File: config.mk
export PLATFORM = sky130hd
export DESIGN_NAME = input_debounce_sync
export DESIGN_NICKNAME = d
export VERILOG_FILES = /design/src/rtl/input_debounce_sync_pkg.sv /design/src/rtl/input_debounce_sync_sync_chain.sv /design/src/rtl/input_debounce_sync.sv
export SDC_FILE = /design/constraint.sdc
export NUM_CORES = 1
export LEC_CHECK = 0
export BUFFER_PORTS_ARGS = -buffer_cell sky130_fd_sc_hd__buf_2
export CAP_MARGIN = 20
export CELL_PAD_IN_SITES_DETAIL_PLACEMENT = 1
export CELL_PAD_IN_SITES_GLOBAL_PLACEMENT = 1
export CORE_ASPECT_RATIO = 0.6
export CORE_UTILIZATION = 30
export CTS_CLUSTER_SIZE = 25
export DETAILED_ROUTE_END_ITERATION = 8
export GPL_TIMING_DRIVEN = 0
export MAX_ROUTING_LAYER = met4
export PLACE_DENSITY_LB_ADDON = 0.12
export SYNTH_ARGS = -nofsm -noshare
export SYNTH_HDL_FRONTEND = slang
export SYNTH_SLANG_ARGS = --single-unit
File: constraint.sdc
create_clock -name clk -period 3.4 [get_ports clk]
set_input_delay 0.68 -clock clk [delete_from_list [all_inputs] [get_ports clk]]
set_output_delay 0.68 -clock clk [all_outputs]
set_load 0.01 [all_outputs]
File: src/rtl/input_debounce_sync_pkg.sv
// Shared definitions for the input debounce/synchronizer block: FSM state
// encodings and a ceil(log2) helper used to size the qualification counter.
package input_debounce_sync_pkg;

  typedef enum logic [1:0] {
    S_LOW    = 2'd0,
    S_WAIT_H = 2'd1,
    S_HIGH   = 2'd2,
    S_WAIT_L = 2'd3
  } dbnc_state_e;

  // Smallest width that can hold values 0 .. value-1.
  function automatic int clog2(input int value);
    int result;
    int remaining;
    result    = 0;
    remaining = value - 1;
    while (remaining > 0) begin
      result    = result + 1;
      remaining = remaining >> 1;
    end
    return result;
  endfunction

endpackage

File: src/rtl/input_debounce_sync_sync_chain.sv
// Plain flop chain that brings an asynchronous input into the clk domain.
// Nothing sits between the flops so each stage has a full cycle to settle.
module sync_chain #(
  parameter int STAGES = 2
) (
  input  logic clk,
  input  logic rst,
  input  logic d_i,
  output logic q_o
);

  logic [STAGES-1:0] chain_q;

  // Shift the raw input through the chain; reset clears every stage.
  always_ff @(posedge clk) begin
    if (rst) begin
      chain_q <= '0;
    end else begin
      chain_q <= {chain_q[STAGES-2:0], d_i};
    end
  end

  assign q_o = chain_q[STAGES-1];

endmodule

File: src/rtl/input_debounce_sync.sv
// Synchronizes a raw button/switch input, debounces it with a counter FSM and
// produces a clean level, one-cycle edge pulses, a busy flag and a saturating
// count of rejected transitions.
module input_debounce_sync
  import input_debounce_sync_pkg::*;
#(
  parameter int SYNC_STAGES     = 2,
  parameter int DEBOUNCE_CYCLES = 16,
  parameter int GLITCH_W        = 8
) (
  input  logic                clk,
  input  logic                rst,
  input  logic                raw_in,
  output logic                clean_out,
  output logic                rise_pulse,
  output logic                fall_pulse,
  output logic                busy,
  output logic [GLITCH_W-1:0] glitch_cnt
);

  localparam int CNT_W = clog2(DEBOUNCE_CYCLES + 1);
  localparam logic [CNT_W-1:0] CNT_LAST = CNT_W'(DEBOUNCE_CYCLES - 1);
  localparam logic [GLITCH_W-1:0] GLITCH_MAX = '1;

  logic                syncS;
  dbnc_state_e         state_q;
  logic [CNT_W-1:0]    cnt_q;
  logic                clean_q;
  logic                rise_q;
  logic                fall_q;
  logic                busy_q;
  logic [GLITCH_W-1:0] glitch_q;
  logic [GLITCH_W-1:0] glitch_d;

  sync_chain #(
    .STAGES(SYNC_STAGES)
  ) u_sync (
    .clk(clk),
    .rst(rst),
    .d_i(raw_in),
    .q_o(syncS)
  );

  // Saturating increment: the counter parks at all-ones instead of wrapping.
  always_comb begin
    glitch_d = glitch_q;
    if (glitch_q != GLITCH_MAX) begin
      glitch_d = glitch_q + 1'b1;
    end
  end

  // Debounce FSM; every output is registered alongside the state so nothing
  // combinational reaches the ports from raw_in.
  always_ff @(posedge clk) begin
    if (rst) begin
      state_q  <= S_LOW;
      cnt_q    <= '0;
      clean_q  <= 1'b0;
      rise_q   <= 1'b0;
      fall_q   <= 1'b0;
      busy_q   <= 1'b0;
      glitch_q <= '0;
    end else begin
      rise_q <= 1'b0;
      fall_q <= 1'b0;
      case (state_q)
        S_LOW: begin
          if (syncS) begin
            state_q <= S_WAIT_H;
            cnt_q   <= '0;
            busy_q  <= 1'b1;
          end else begin
            busy_q  <= 1'b0;
          end
        end
        S_WAIT_H: begin
          if (!syncS) begin
            state_q  <= S_LOW;
            cnt_q    <= '0;
            busy_q   <= 1'b0;
            glitch_q <= glitch_d;
          end else if (cnt_q == CNT_LAST) begin
            state_q <= S_HIGH;
            cnt_q   <= '0;
            busy_q  <= 1'b0;
            clean_q <= 1'b1;
            rise_q  <= 1'b1;
          end else begin
            cnt_q   <= cnt_q + 1'b1;
            busy_q  <= 1'b1;
          end
        end
        S_HIGH: begin
          if (!syncS) begin
            state_q <= S_WAIT_L;
            cnt_q   <= '0;
            busy_q  <= 1'b1;
          end else begin
            busy_q  <= 1'b0;
          end
        end
        S_WAIT_L: begin
          if (syncS) begin
            state_q  <= S_HIGH;
            cnt_q    <= '0;
            busy_q   <= 1'b0;
            glitch_q <= glitch_d;
          end else if (cnt_q == CNT_LAST) begin
            state_q <= S_LOW;
            cnt_q   <= '0;
            busy_q  <= 1'b0;
            clean_q <= 1'b0;
            fall_q  <= 1'b1;
          end else begin
            cnt_q   <= cnt_q + 1'b1;
            busy_q  <= 1'b1;
          end
        end
        default: begin
          state_q <= S_LOW;
          cnt_q   <= '0;
          busy_q  <= 1'b0;
        end
      endcase
    end
  end

  assign clean_out  = clean_q;
  assign rise_pulse = rise_q;
  assign fall_pulse = fall_q;
  assign busy       = busy_q;
  assign glitch_cnt = glitch_q;

endmodule

==> impl_metrics.py <==
metrics = {
    "clock_network": {
        "clockRootBuffer": "clkbuf_8",
        "clock_latency_ps": 260,
        "cts_tree": "built",
        "cts.repair.resized": 0,
        "cts_buffer_depth": 2,
        "ctsHoldBuffers": 0,
        "cts.clk_slew.worst_paths_ps": 80,
        "numCtsBuffers": 3,
        "post_cts_buffers": 0,
        "clkSinkCount": 21,
        "cts_htree_levels": 1,
    },
    "routing": {
        "vias": 817,
        "drtIter0Drc": 39,
        "via_per_inst": 4.98,
        "drt_wl_total_um": 2210,
        "wl_per_cell_um": 13.5,
        "ant_nets": 0,
        "dr.pass1.iters": 3,
        "remaining_drc_errors": 0,
    },
    "yosys": {
        "synth-seq-cells": 21,
        "postSynthCellCount": 104,
        "synth-edff-count": 0,
        "async_flop_share_pct": 0,
        "syn_nets": 109,
        "yosys_most_used_dff": "dfxtp_1",
        "synth.top_cell.area_share_pct": 43.4,
        "netlist-cell-type-count": 38,
        "syn_avg_cell_area_um2": 9.31,
        "seq_area_frac_synth_pct": 43.4,
        "syn-cell-area_um2": 968,
        "synth_top_cell_by_area": "dfxtp_1",
        "yosysWarnings": 0,
        "yosys-top-cells-area": "dfxtp_1, a21oi_1, nand3_1",
    },
    "place": {
        "io_buffers": 14,
        "dp.cells": 160,
        "place_congestion": 0.834,
        "dp_hpwl_um": 1630,
        "postPlaceCellArea_mm2": 0.00109,
    },
    "worst_hold_path": {
        "min_to": "u_sync.chain_q[1]",
        "hold_depth": 1,
        "hp-start": "u_sync.chain_q[0]",
        "hold_path.class": "reg2reg",
    },
    "sta": {
        "hold_viol_final": 0,
        "grt_setup_unrepaired": "false",
        "setup_viol": 0,
        "skew_ps": 1.14,
        "fin_setup_tns_ps": 0,
        "worst_pin_slew_ps": 567,
        "maxSlewViolCount": 0,
        "max_freq_mhz": 592,
        "period_share_pct": 49.7,
        "period_needed_ps": 1690,
        "maxSlewHeadroom_pct": 62.2,
    },
    "worst_setup_path": {
        "r2r_slack_ps": 1710,
        "startpoint_type": "flop",
        "crit_required_ps": 3540,
        "crit_fanout": 4,
        "rr_worst_depth": 4,
        "crit_type": "reg2reg",
        "critPathCaptureType": "flop",
        "worstReg2RegEnd": "fall_pulse",
        "reg2reg_from": "cnt_q[0]",
        "cp_data_arrival_time_ps": 1830,
    },
    "grt": {
        "grt_pass1_wl_um": 3850,
        "grt_util_all_layers_pct": 16.0,
        "grt_pass1_vias": 831,
        "grt_overflow": 0,
        "antenna_found_initial": 0,
        "grt_start_max_net_pins": 13,
    },
    "power": {
        "ir_worst_vdd_mv": 0.122,
        "p_leak_nw": 0.443,
        "p_per_area_mw_per_mm2": 389,
    },
    "cells_and_area": {
        "diodes": 0,
        "fin_cells": 164,
        "fin_area_mm2": 0.00114,
        "area_growth_pct": 17.4,
        "fin_nets": 128,
        "post_route_cells_drive_above_1_share_pct": 25.4,
        "utilization_pct": 38.4,
    },
    "floorplanning": {
        "core_mm2": 0.00297,
        "num_rows": 15,
        "dieArea_mm2": 0.00347,
        "ioPinCount": 15,
        "die_h_um": 46.0,
        "die_x_um": 75.4,
        "start_util_pct": 32.7,
    },
    "flow_run": {
        "maxCapViolations": 0,
    },
    "outcome": {
        "run_status": "completed",
    },
}
## state kept, by name (all words and copies together), names as in the netlist, named ones only
name	count
busy	1
clean_out	1
cnt_q	5
fall_pulse	1
glitch_cnt	8
rise_pulse	1
state_q	1
u_sync.chain_q	2
## power by group
group          internal, mW  switching [mW]  total [mW]
registers             0.250         0.00273       0.253
logic               0.00984          0.0155      0.0253
clock network        0.0816          0.0823       0.164
## cells by family (layout without fill, tap and decap cells)
family,Yosys count,after routing,share of synthesized area [%]
AO/OA/AOI/OAI,20,20,13.7
XOR/XNOR,4,4,5.17
adder cells (fa/ha/maj),2,2,2.58
buffers and inverters,5,23,2.07
flip-flops,21,21,43.4
multiplexers,3,3,3.36
AND/OR/NAND/NOR,49,49,29.7
## area by class of cell
type,count,area (um^2)
buffer,4,16.3
clock buffer,3,41.3
clock inverter,1,5.00
fill,379,1830
inverter,1,3.75
multi-input combinational,78,528
sequential,21,420
tap,42,52.6
timing repair buffer,14,70.1
## stage by stage
step,hold slack [ps],power [mW],setup slack [ps]
detailed placement,457,0.285,1700
floorplan,414,0.275,1910
global route,477,0.471,1520
CTS,469,0.455,1700
global placement,422,0.284,1720
finish,464,0.442,1710
## per-layer routing
layer / GRT usage, % / routed length, um / vias up
met5: - / 0 / -
met3: 4.65 / 78 / 2
met1: 20.5 / 1150 / 398
met4: 3.33 / 8 / 0
met2: 25.2 / 970 / 11
li1: - / - / 406
## worst max path at each step
stage                    end  depth (start not counted)               from
6_report          fall_pulse                          4           cnt_q[0]
4_1_cts        glitch_cnt[3]                          5  u_sync.chain_q[1]
2_1_floorplan  glitch_cnt[3]                          5  u_sync.chain_q[1]
5_1_grt           fall_pulse                          4           cnt_q[0]
3_3_place_gp   glitch_cnt[3]                          5  u_sync.chain_q[1]
3_5_place_dp   glitch_cnt[3]                          5  u_sync.chain_q[1]
## cell usage after synthesis (all sizes together), types with 2 or more instances
library cell and number:
dfxtp 21, nand3 8, nor2 8, a21oi 7
nand2 7, nor3 6, nor2b 5, a211oi 4
clkbuf 3, nand3b 3, xor2 3, and2 2
ha 2, mux2 2, nor4b 2, o211ai 2
o21ai 2
## worst max-delay path, stage by stage, from the launching register on
cell,delay (ps)
dfxtp_1,370
ha_1,190
nand3_1,150
or3b_2,520
nor4b_1,330
## layout by cell type (no fill, tap or decap), types with 3 or more instances in the layout
cell type	Yosys	routed
nand3_1	7	7
dfxtp_1	21	21
nor3_1	6	6
a211oi_1	3	3
nand3b_1	3	3
buf_2	1	15
nor2b_1	4	4
clkbuf_8	0	3
nand2_1	7	7
nor2_1	8	8
a21oi_1	7	7
clkbuf_1	3	3
Power figures use the tool's default switching activity.
